$ cat src/rtl/freq_div_pkg.sv
// freq_div_pkg: shared types and constants for the divided-clock controller.
//   state_t     - controller state encoding (IDLE, ARMED, RUN), 2 bits
//   MIN_DIV     - smallest divisor the controller will run with
//   CNT_W_DEF   - default width of the divisor / period index
//   BURST_W_DEF - default width of the burst length / period tally
package freq_div_pkg;

  localparam int CNT_W_DEF   = 8;
  localparam int BURST_W_DEF = 8;
  localparam int MIN_DIV     = 2;

  typedef enum logic [1:0] {
    IDLE  = 2'd0,
    ARMED = 2'd1,
    RUN   = 2'd2
  } state_t;

endpackage

$ cat src/rtl/div_period_cnt.sv
// div_period_cnt: period index counter for the clock divider.
//   clk   in   system clock
//   init  in   asynchronous active-high reset
//   clear in   force k to 0 (takes priority over en)
//   en    in   advance k by one, wrapping to 0 after div-1
//   div   in   current divisor D
//   k     out  registered period index 0..D-1
//   last  out  high when k == D-1 (decoded from registered k and div)
module div_period_cnt
  import freq_div_pkg::*;
#(
  parameter int CNT_W = CNT_W_DEF
) (
  input  logic             clk,
  input  logic             init,
  input  logic             clear,
  input  logic             en,
  input  logic [CNT_W-1:0] div,
  output logic [CNT_W-1:0] k,
  output logic             last
);

  assign last = (k == div - CNT_W'(1));

  always_ff @(posedge clk or posedge init) begin
    if (init) begin
      k <= '0;
    end else if (clear) begin
      k <= '0;
    end else if (en) begin
      k <= last ? '0 : k + CNT_W'(1);
    end
  end

endmodule

$ cat src/rtl/freq_div_ctrl.sv
// freq_div_ctrl: sequencing controller for the programmable clock divider.
//   clk       in   system clock
//   init      in   asynchronous active-high reset
//   cfg_valid in   configuration offered
//   cfg_ready out  configuration can be accepted
//   cfg_div   in   divisor D (clamped to at least 2)
//   cfg_burst in   periods per burst, 0 = continuous
//   start     in   begin generation (level, honoured in ARMED only)
//   stop      in   abort generation (beats start and the final tick)
//   sq_out    out  divided square wave, high for k < floor(D/2)
//   tick      out  one-cycle pulse on k == D-1
//   busy      out  high while in RUN
//   done      out  one-cycle pulse after the final burst period
// Optional build macro FREQ_DIV_CTRL_RELOAD_EN: accept configuration while
// running; it is applied at the next period boundary and restarts the tally.
module freq_div_ctrl
  import freq_div_pkg::*;
#(
  parameter int CNT_W   = CNT_W_DEF,
  parameter int BURST_W = BURST_W_DEF
) (
  input  logic               clk,
  input  logic               init,
  input  logic               cfg_valid,
  output logic               cfg_ready,
  input  logic [CNT_W-1:0]   cfg_div,
  input  logic [BURST_W-1:0] cfg_burst,
  input  logic               start,
  input  logic               stop,
  output logic               sq_out,
  output logic               tick,
  output logic               busy,
  output logic               done
);

  state_t               state_reg, state_next;
  logic [CNT_W-1:0]     div_reg, div_next, div_clamped;
  logic [BURST_W-1:0]   burst_reg, burst_next;
  logic [BURST_W-1:0]   tally_reg, tally_next, tally_inc;
  logic [CNT_W-1:0]     k, k_next;
  logic                 last, cnt_clear, cnt_en, cfg_hs, final_period;
  logic                 sq_reg, tick_reg, busy_reg, done_reg;
  logic                 sq_next, tick_next, busy_next, done_next;

`ifdef FREQ_DIV_CTRL_RELOAD_EN
  logic                 pend_valid_reg, pend_valid_next;
  logic [CNT_W-1:0]     pend_div_reg, pend_div_next;
  logic [BURST_W-1:0]   pend_burst_reg, pend_burst_next;
  assign cfg_ready = 1'b1;
`else
  assign cfg_ready = (state_reg != RUN);
`endif

  assign cfg_hs      = cfg_valid & cfg_ready;
  assign div_clamped = (cfg_div < CNT_W'(MIN_DIV)) ? CNT_W'(MIN_DIV) : cfg_div;
  assign tally_inc   = (&tally_reg) ? tally_reg : tally_reg + BURST_W'(1);
  // Only meaningful on a tick in RUN; burst_reg == 0 means never ends.
  assign final_period = (burst_reg != '0) && ((tally_reg + BURST_W'(1)) == burst_reg);

  // The index runs only while staying in RUN; any entry to or exit from RUN
  // leaves it at 0, so the first RUN cycle is always k = 0.
  assign cnt_en    = (state_reg == RUN);
  assign cnt_clear = !((state_reg == RUN) && (state_next == RUN));
  // Mirror of the counter's update, needed so outputs can be registered
  // with the value belonging to the cycle that k will name.
  assign k_next    = cnt_clear ? '0 : (last ? '0 : k + CNT_W'(1));

  div_period_cnt #(.CNT_W(CNT_W)) u_cnt (
    .clk   (clk),
    .init  (init),
    .clear (cnt_clear),
    .en    (cnt_en),
    .div   (div_reg),
    .k     (k),
    .last  (last)
  );

  // State and data registers
  always_ff @(posedge clk or posedge init) begin
    if (init) begin
      state_reg <= IDLE;
      div_reg   <= CNT_W'(MIN_DIV);
      burst_reg <= '0;
      tally_reg <= '0;
      sq_reg    <= 1'b0;
      tick_reg  <= 1'b0;
      busy_reg  <= 1'b0;
      done_reg  <= 1'b0;
`ifdef FREQ_DIV_CTRL_RELOAD_EN
      pend_valid_reg <= 1'b0;
      pend_div_reg   <= CNT_W'(MIN_DIV);
      pend_burst_reg <= '0;
`endif
    end else begin
      state_reg <= state_next;
      div_reg   <= div_next;
      burst_reg <= burst_next;
      tally_reg <= tally_next;
      sq_reg    <= sq_next;
      tick_reg  <= tick_next;
      busy_reg  <= busy_next;
      done_reg  <= done_next;
`ifdef FREQ_DIV_CTRL_RELOAD_EN
      pend_valid_reg <= pend_valid_next;
      pend_div_reg   <= pend_div_next;
      pend_burst_reg <= pend_burst_next;
`endif
    end
  end

  // Next-state and data
  always_comb begin
    state_next = state_reg;
    div_next   = div_reg;
    burst_next = burst_reg;
    tally_next = tally_reg;
    done_next  = 1'b0;
`ifdef FREQ_DIV_CTRL_RELOAD_EN
    pend_valid_next = pend_valid_reg;
    pend_div_next   = pend_div_reg;
    pend_burst_next = pend_burst_reg;
`endif
    case (state_reg)
      IDLE: begin
        if (cfg_hs) begin
          div_next   = div_clamped;
          burst_next = cfg_burst;
          state_next = ARMED;
        end
      end
      ARMED: begin
        if (cfg_hs) begin
          div_next   = div_clamped;
          burst_next = cfg_burst;
        end
        if (start && !stop) begin
          state_next = RUN;
          tally_next = '0;
        end
      end
      RUN: begin
        if (stop) begin
          // Abort: no done pulse; a pending reload (even one offered this
          // cycle) is discarded.
          state_next = ARMED;
`ifdef FREQ_DIV_CTRL_RELOAD_EN
          pend_valid_next = 1'b0;
`endif
        end else begin
          if (last) begin
            tally_next = tally_inc;
            if (final_period) begin
              state_next = ARMED;
              done_next  = 1'b1;
            end
          end
`ifdef FREQ_DIV_CTRL_RELOAD_EN
          // Apply a previously accepted config at the period boundary. A
          // config accepted in the tick cycle itself waits for the next one.
          if (last && pend_valid_reg) begin
            div_next        = pend_div_reg;
            burst_next      = pend_burst_reg;
            tally_next      = '0;
            pend_valid_next = 1'b0;
          end
          if (cfg_hs) begin
            pend_div_next   = div_clamped;
            pend_burst_next = cfg_burst;
            pend_valid_next = 1'b1;
          end
`endif
        end
      end
      default: state_next = IDLE;
    endcase
  end

  // Output values for the coming cycle, registered above
  always_comb begin
    busy_next = (state_next == RUN);
    sq_next   = busy_next && (k_next < (div_next >> 1));
    tick_next = busy_next && (k_next == div_next - CNT_W'(1));
  end

  assign sq_out = sq_reg;
  assign tick   = tick_reg;
  assign busy   = busy_reg;
  assign done   = done_reg;

endmodule

$ cat config.mk
export PLATFORM = sky130hd
export DESIGN_NAME = freq_div_ctrl
export DESIGN_NICKNAME = d
export VERILOG_FILES = /design/src/rtl/freq_div_pkg.sv /design/src/rtl/div_period_cnt.sv /design/src/rtl/freq_div_ctrl.sv
export SDC_FILE = /design/constraint.sdc
export NUM_CORES = 1
export LEC_CHECK = 0
export ABC_AREA = 0
export CORE_ASPECT_RATIO = 1.25
export CORE_MARGIN = 2
export CORE_UTILIZATION = 47
export CTS_BUF_LIST = sky130_fd_sc_hd__clkbuf_4 sky130_fd_sc_hd__clkbuf_8 sky130_fd_sc_hd__clkbuf_16
export CTS_CLUSTER_DIAMETER = 100
export CTS_CLUSTER_SIZE = 8
export DETAILED_ROUTE_END_ITERATION = 8
export PLACE_DENSITY_LB_ADDON = 0.08
export RECOVER_POWER = 25
export SLEW_MARGIN = 20
export SYNTH_ARGS = -nofsm -noshare
export SYNTH_HDL_FRONTEND = slang
export SYNTH_SLANG_ARGS = --single-unit
$ cat constraint.sdc
create_clock -name clk -period 9.07 [get_ports clk]
set_clock_uncertainty 0.2 [all_clocks]
set_input_delay 1.814 -clock clk [delete_from_list [all_inputs] [get_ports clk]]
set_output_delay 1.814 -clock clk [all_outputs]
set_load 0.02 [all_outputs]
=== Word level (Yosys, flattened, before mapping) ===
Index checks and enable logic that the tools add are counted.

* Memory bits (writable): 0
* Latch bits: 0
* Memories kept: 0
* Output and inout bits: 5
* Word-level logic and storage cells: 63
* Bits of input ports: 21
* Register bits: 38
* Bits in read-only memories: 0

* Shift operators: 0
* Div/mod/pow operators: 0
* Multipliers: 0
* Bitwise logic cells: 1
* Add/subtract/negate cells: 4
* Reduce and logical (&&, ||, !) cells: 13
* Magnitude comparators: 2
* Muxes and demuxes: 22
* Equal/unequal tests: 12

{| class="wikitable"
|+ Operators by type and width
! operator !! number
|-
| two-way mux 8 bit || 11
|-
| == test 8 bit || 3
|-
| adder 8 x 1 -> 8 bit, second input constant || 2
|-
| case mux 8 bit (2 select lines) || 1
|-
| subtractor 8 x 1 -> 8 bit, second input constant || 2
|-
| != test 2 bit, second input constant || 6
|-
| two-way mux 2 bit || 5
|-
| < comparator 8 x 2 -> 1 bit, second input constant || 1
|-
| < comparator 8 x 7 -> 1 bit || 1
|-
| AND reduction 8 bit || 1
|-
| nonzero test 8 bit || 1
|-
| case mux 2 bit (3 select lines) || 1
|-
| logical AND 1 bit || 5
|-
| AND reduction 5 bit || 1
|-
| == test 2 bit, second input constant || 2
|-
| two-way mux 1 bit || 4
|-
| == test 2 x 1 -> 1 bit, second input constant || 1
|-
| zero test 2 bit || 1
|-
| AND reduction 2 bit || 1
|-
| nonzero test 2 bit || 1
|-
| OR reduction 2 bit || 1
|-
| AND 1 bit || 1
|-
| zero test 1 bit || 1
|}

=== Logic depth before layout (Yosys ltp) ===
Gate-level depths: netlist of run 1.

* Word-level depth: 12
* Gate-level depth with buffers: 14
* Depth with buffers taken out: 13

=== Cells and area by module ===
Synthesis of run 1 repeated with hierarchy kept, for this count alone.

* Cell total of the unflattened synthesis: 325
* Area total of the unflattened synthesis: 2,926.6 sq um

{| class="wikitable"
|+ Modules (own cells, without submodules)
! module !! cells an instance !! instances !! area each (sq um) !! sequential area each (sq um)
|-
| freq_div_ctrl || 250 || 1 || 2,234.6 || 752.0
|-
| div_period_cnt || 75 || 1 || 691.9 || 200.2
|}

=== Worst setup path before layout of run 1 ===
OpenSTA, ideal clock, no wires.

* Path kind: input-to-reg
* Start: in cfg_div[3]
* End: reg tick_reg (netlist: tick)
* Path slack: 4.987 ns
* Arrival: 3.789 ns
* Buffers on the path: 0
* Data required time: 8.776 ns
* Cell stages on the path: 11
* Setup time: 0.094 ns
* Cell sequence: or4_1 > o31a_1 > o21ai_0 > inv_1 > ha_1 > nand2_1 > nor2_1 > xnor2_1 > xnor2_1 > o2111ai_1 > a221oi_2

* Word-level cells in the longest chain between the ends: 7

{| class="wikitable"
|+ Ends and longest elaborated chain
! what !! RTL line !! text
|-
| start: declaration || freq_div_ctrl.sv:26 || <nowiki>input logic [CNT_W-1:0] cfg_div,</nowiki>
|-
| < comparator 8 x 2 -> 1 bit || freq_div_ctrl.sv:55 || <nowiki>assign div_clamped = (cfg_div < CNT_W'(MIN_DIV)) ? CNT_W'(MIN_DIV) : cfg_div;</nowiki>
|-
| two-way mux 8 bit || freq_div_ctrl.sv:55 ||
|-
| two-way mux 8 bit || freq_div_ctrl.sv:125, freq_div_ctrl.sv:132 ||
|-
| two-way mux 8 bit || n/a ||
|-
| named net div_next[1] || freq_div_ctrl.sv:37 || <nowiki>logic [CNT_W-1:0] div_reg, div_next, div_clamped;</nowiki>
|-
| subtractor 8 x 1 -> 8 bit || freq_div_ctrl.sv:182 || <nowiki>tick_next = busy_next && (k_next == div_next - CNT_W'(1));</nowiki>
|-
| == test 8 bit || freq_div_ctrl.sv:182 ||
|-
| logical AND 1 bit || freq_div_ctrl.sv:182 ||
|-
| named net tick_next || freq_div_ctrl.sv:43 || <nowiki>logic sq_next, tick_next, busy_next, done_next;</nowiki>
|-
| end signal: assignment || freq_div_ctrl.sv:100 || <nowiki>tick_reg <= tick_next;</nowiki>
|-
| end: declaration || freq_div_ctrl.sv:42 || <nowiki>logic sq_reg, tick_reg, busy_reg, done_reg;</nowiki>
|}

The timed path passes the listed nets, and every way through them passes these cells.
A chain may end at the register's enable or synchronous reset.

=== Worst setup path after layout of run 1 ===
* Start: in cfg_valid
* End: reg tick_reg (netlist: tick)

* Word-level cells in the longest chain between the ends: 8
* Elaborated cells between the ends (all ways): 11
* Those cells by class: 1 x add/sub; 2 x eq/ne; 5 x mux; 1 x bitwise; 2 x reduce/logical

{| class="wikitable"
|+ Ends and longest elaborated chain
! what !! RTL line !! text
|-
| start: declaration || freq_div_ctrl.sv:24 || <nowiki>input logic cfg_valid,</nowiki>
|-
| AND 1 bit (*) || freq_div_ctrl.sv:54 || <nowiki>assign cfg_hs = cfg_valid & cfg_ready;</nowiki>
|-
| parallel branches: the longest is 6 deep, another holds subtractor 8 x 1 -> 8 bit || n/a ||
|-
| logical AND 1 bit (*) || freq_div_ctrl.sv:182 ||
|-
| named net tick_next || freq_div_ctrl.sv:43 ||
|}

Mark *: on every way through the listed nets, which the timed path passes.

==> flow_summary.toml, run 1 <==
[route]
total_routed_length_um = 6311
wl_met2_um = 3393
route.met3.wl_um = 140
drt_iter0_markers = 93
routedWlPerCell_um = 17.43
m1WireLength_um = 2614
antenna_violating_nets_post_route = 0
dr_total_vias = 2115
vias_per_cell = 5.843
highest_layer = "met4"
number_of_iterations_in_the_first_detailed_routing_pass = 4
route.detailed.drc = 0

[sta]
timing.fmax_ghz = 0.2224
rsz_0062_raised_after_global_routing = "false"
setup_tns_ns = 0
worst_slew_pin_slew_ns = 2.079
finalSetupViolCount = 0
min_period_over_period_pct = 49.57
slew_violations = 39
layout_min_cycle_time_ns = 4.496
slew_headroom_pct = -38.62
hold_violations = 0

[global_route]
grt_pass1_wl_um = 10720
grt_pass1_vias = 2125
grt.total_usage_pct = 22.65
antenna_found_initial = 0
largest_net_degree_at_the_start_of_global_routing = 39
grt.overflow.total = 0

[place]
gpl.final_weighted_congestion = 0.8732
placed_cells_incl_taps = 354
place_area_um2 = 2855
port_buffers = 25
dp.final_hpwl_um = 4863

[die]
initial_utilization_pct = 47.82
die_height_um = 86.33
dieArea_um2 = 6031
core_region_area_um2 = 5330
core.rowCount = 30
io_pins = 26
die_width_um = 69.87

[cells_and_area]
final_cell_mix = "37 x dfrtp_1, 24 x clkdlybuf4s50_1, 20 x nor2_1"
fin_area_um2 = 2989
syn_to_final_growth_pct = 17.28
post_route_cells_drive_above_1_share_pct = 8.725
final_cell_count_no_fill = 362
nets = 327
insertedDiodeCount = 0
most_common_library_cell_in_the_layout_ignoring_fill_and_taps = "dfrtp_1"

[setup_path]
cp-start-kind = "input port"
crit_arrival_ns = 4.50
worst_ep_required_time_ns = 9.08
critical_path.most_common_cell = "xnor2_1"
critical_path.endpoint_type = "register"
critical_path_buf_inv_count = 2
criticalPathCategory = "input port to register"
chain_of_cells_forming_the_critical_path = "clkdlybuf4s50_1, nand2b_1, buf_4, mux2i_1, o211ai_1, nor4_1, xnor2_1, xnor2_1, o2111ai_1, a221oi_2"
worst-path-max-fanout = 21
critical_path.max_stage_delay_ns = 0.57
path_delay_family = "buffers and inverters"
slowest_stage = "mux2i_1"

[yosys]
yosys-top-cells-area = "dfrtp_1 36%, xnor2_1 6.2%, ha_1 4.4%"
postSynthCellCount = 271
synth.cell_area_um2 = 2549
yosys_most_used_dff = "dfrtp_1"
synth_cell_types = 58
yosysTopAreaCellShare_pct = 36.33
async_flop_share_pct = 100.0
yosys_warnings = 0
avgSynthCellArea_um2 = 9.405
sequential_to_total_area_share_from_yosys_stat_pct = 37.36
synth.largest_area_cell = "dfrtp_1"
ys_seq_elements = 38
number_of_enable_flip_flop_cells_after_synthesis = 0
synth_fp_nets = 301

[clock_network]
clock-root-buffer = "clkbuf_8"
tritoncts_num_sinks = 38
cts_tree = "built"
cts-hold-fix-buffers = 0
cts-buffers-inserted = 5
clk_latency_ns = 0.29
post_cts_resized = 0
cts_max_level = 2
cts_buffer_depth = 2
clkTransAtPathRegs_ns = 0.08
post_cts.repair.setup_buffers = 0

[run]
max_cap_violations = 1

[pwr]
power_density_nw_per_um2 = 227.0
cellLeakagePower_nw = 1.270
peakVddDrop_mv = 0.1110

[worst_hold_path]
hold_path_class = "register to register"

[status]
status = "finished with violations"
violations = "capacitance limit, slew limit"
metal layers:
metal	track usage, %	vias to the layer above
met5	0	-
met4	8.042	0
met3	2.791	13
met2	42.08	36
met1	26.82	1014
li1	-	1052
path summary, 6_finish.rpt:
kind                                 to    startpoint  slack (ns)  cells past startpoint
max                                tick     cfg_valid        4.57                     10
min                        state_reg[0]  state_reg[1]        0.33                      1
max reg2reg                      sq_out    div_reg[0]        5.17                     13
min reg2reg                state_reg[0]  state_reg[1]        0.33                      1
max in group asynchronous  tally_reg[4]          init        4.97                      3
min in group asynchronous    u_cnt.k[7]          init        2.50                      3
stage by stage:
step | utilization, % | setup slack [ns] | hold WS (ns) | power (mW)
final | 56.08 | 4.574 | 0.3287 | 0.6784
after global routing | 56.08 | 4.239 | 0.3649 | 0.7259
after CTS | 56.15 | 4.578 | 0.3328 | 0.6837
after detailed placement | 53.57 | 4.250 | 0.3167 | 0.5085
after global placement | 53.57 | 4.297 | 0.3174 | 0.5052
after floorplan | - | 4.987 | 0.2833 | 0.4319
logic make-up after synthesis:
kind of cell | share of synthesized area, %
compound gates | 17.58
xor+xnor | 9.622
fa+ha+maj | 4.811
buf+inv | 4.172
flops | 37.36
mux | 6.333
simple gates | 20.13
layout make-up:
cell class	count	area, um^2
inverters	18	67.56
clock buffers	5	68.82
repair buffers	27	261.5
multi-input cells	207	1490
fillers	490	2341
clock inverters	3	68.82
flip-flops and latches	38	952.2
well taps	64	80.08
cells in the mapped netlist, types with 2 or more instances:
| master | number |
|---|---|
| nand3_1 | 11 |
| nand2b_1 | 3 |
| nor3_1 | 10 |
| o31a_1 | 2 |
| o41ai_1 | 3 |
| nor4b_1 | 2 |
| nor2_1 | 20 |
| a21o_1 | 4 |
| nand2_1 | 14 |
| a31oi_1 | 5 |
| o31ai_1 | 5 |
| o221ai_1 | 3 |
| and3_1 | 5 |
| dfrtp_1 | 37 |
| o21ai_0 | 18 |
| nand4_1 | 4 |
| inv_1 | 17 |
| nor2b_1 | 5 |
| and2_1 | 3 |
| o211ai_1 | 4 |
| o211a_1 | 2 |
| mux2_2 | 9 |
| xor2_1 | 10 |
| xnor2_1 | 18 |
| mux2i_1 | 6 |
| or4_1 | 3 |
| clkbuf_1 | 5 |
| ha_1 | 9 |
| a211oi_1 | 3 |
| nor4_1 | 3 |
power breakdown:
part           switching [mW]  total [mW]  internal, mW
Combinational           0.137       0.254         0.117
Sequential             0.0448       0.249         0.204
Clock                  0.0647       0.175         0.110
Note: power is estimated with default switching activity, not from simulation.
==> inputs of run 2 (changes only) <==
Clock period 9.07 ns to 4.3 ns, I/O delays scaled along.
==> run 2 against run 1 <==
Effect of this change:
- the run still ends with capacitance limit, slew limit left
- cell count increased by 0.83%
- non-clock buffer count increased by 3
- first-iteration DRC count decreased by 4.3%
- register-to-register slack got worse by 4.5 ns
- combinational power increased by 110%
- critical endpoint is now sq_out
==> flow_summary.toml, run 2 (synthesis results as in run 1) <==
[status]
status = "finished with violations"
violations = "capacitance limit, slew limit"

[cells_and_area]
fin_area_um2 = 3012
post_route_cells_drive_above_1_share_pct = 9.635
insertedDiodeCount = 0
most_common_library_cell_in_the_layout_ignoring_fill_and_taps = "dfrtp_1"
final_cell_mix = "37 x dfrtp_1, 24 x clkdlybuf4s50_1, 20 x nor2_1"
register_area_um2 = 952.2
nets = 330
syn_to_final_growth_pct = 18.16
area_occupied_by_multi_input_gates_um2 = 1490
layout.filler_cells = 498

[clock_network]
cts-buffers-inserted = 5
cts_buffer_depth = 2
post_cts.repair.setup_buffers = 0
clock-root-buffer = "clkbuf_8"
clkTransAtPathRegs_ns = 0.08
clk_latency_ns = 0.29
post_cts_resized = 0
tritoncts_num_sinks = 38
cts-hold-fix-buffers = 0
cts_max_level = 2
cts_tree = "built"

[pwr]
p_int_uw = 915.6
power_switching_share_pct = 36.01
p_comb_share_pct = 37.7
clkPwrFrac_pct = 25.8
peakVddDrop_mv = 0.2724
power_density_nw_per_um2 = 475.1
cellLeakagePower_nw = 1.283
seq_power_share_pct = 36.5
power_switching_uw = 515.2

[die]
io_pins = 26
core.rowCount = 30
initial_utilization_pct = 47.82
die_width_um = 69.87
core_region_area_um2 = 5330
dieArea_um2 = 6031
die_height_um = 86.33

[route]
dr_total_vias = 2191
number_of_iterations_in_the_first_detailed_routing_pass = 5
total_routed_length_um = 6225
drt_iter0_markers = 89
vias_per_cell = 6.003
route.detailed.drc = 0
routedWlPerCell_um = 17.05
antenna_violating_nets_post_route = 0

[run]
max_cap_violations = 1

[sta]
slew_headroom_pct = -38.97
timing.fmax_ghz = 0.2782
min_period_over_period_pct = 83.60
rsz_0062_raised_after_global_routing = "false"
layout_min_cycle_time_ns = 3.595
worst_slew_pin_slew_ns = 2.085
finalSetupViolCount = 0
setup_tns_ns = 0
slew_violations = 39
setup_ws_ns = 0.7054
whs_ns = 0.3259
hold_violations = 0

[setup_path]
worstReg2RegStart = "div_reg[0]"
criticalPathCategory = "register to register"
timing.reg2reg.worst_path_depth = 12
critPathLaunch = "div_reg[0]"
slowest_stage = "o311a_1"
critical_path.endpoint_type = "register"
chain_of_cells_forming_the_critical_path = "inv_1, ha_1, nor3b_1, nand3_1, a211oi_1, o311a_1, nor3_4, ha_1, a21o_1, a21o_1, a211oi_1, o211a_1"
crit_arrival_ns = 3.63
cp-start-kind = "register"
critical_path.max_stage_delay_ns = 0.54
worst-path-max-fanout = 11
timing.reg2reg.setup_slack_ns = 0.71
critical_path.reg2reg.endpoint = "sq_out"
critical_path.endpoint = "sq_out"
worst_ep_required_time_ns = 4.34

[global_route]
antenna_found_initial = 0
grt.total_usage_pct = 21.92
grt.overflow.total = 0
largest_net_degree_at_the_start_of_global_routing = 39
grt_pass1_wl_um = 10290
grt_pass1_vias = 2198

[worst_hold_path]
hold_path.startpoint = "state_reg[1]"
hold_path_class = "register to register"

[place]
preCtsSetupSlack_ns = 0.5355
port_buffers = 25
place_area_um2 = 2878
dp.final_hpwl_um = 4812
gpl.final_weighted_congestion = 0.8903
[run 2: cell types whose count changed in the layout (fill, tap and decap cells not counted)]
| cell | before | now |
|---|---|---|
| buf_4 | 1 | 4 |
[run 2: worst min path at each step]
stage | endpoint | slack [ns] | cells after the start
floorplan | state_reg[0] | 0.28 | 1
global placement | burst_reg[0] | 0.32 | 1
detailed placement | state_reg[0] | 0.32 | 1
CTS | state_reg[0] | 0.33 | 1
global route | state_reg[0] | 0.36 | 1
finish | state_reg[0] | 0.33 | 1
[run 2: area by class of cell]
class / instances / share of cell area (%)
multi-input cells: 207 / 49.48
flip-flops and latches: 38 / 31.62
repair buffers: 30 / 9.431
well taps: 64 / 2.659
clock buffers: 5 / 2.285
clock inverters: 3 / 2.285
inverters: 18 / 2.243
[run 2: critical path, delay by kind of cell, from the launching register on]
family	cells	cell delay, ns
compound gates	6	1.67
simple gates	3	0.59
fa+ha+maj	2	0.53
flops	1	0.47
buf+inv	1	0.09
[run 2: routing by layer]
metal / vias up / track usage [%] / wire [um]
li1: 1056 / - / -
met1: 1061 / 23.24 / 2461
met2: 56 / 42.60 / 3310
met3: 18 / 3.256 / 222
met4: 0 / 9.615 / 229
met5: - / 0 / 0
[run 2: through the flow]
stage / cells / power, mW / utilization [%]
finish: 365 / 1.431 / 56.50
global route: 365 / 1.520 / 56.50
CTS: 365 / 1.441 / 56.57
detailed placement: 357 / 1.071 / 53.99
global placement: 357 / 1.068 / 53.99
floorplan: 271 / 0.9109 / -
[run 2: power groups by stage]
stage	Combinational (mW)	Clock, mW	Sequential (mW)
floorplan	0.400	0	0.511
global placement	0.539	0	0.530
detailed placement	0.541	0	0.529
CTS	0.544	0.374	0.522
global route	0.593	0.393	0.533
finish	0.539	0.370	0.522
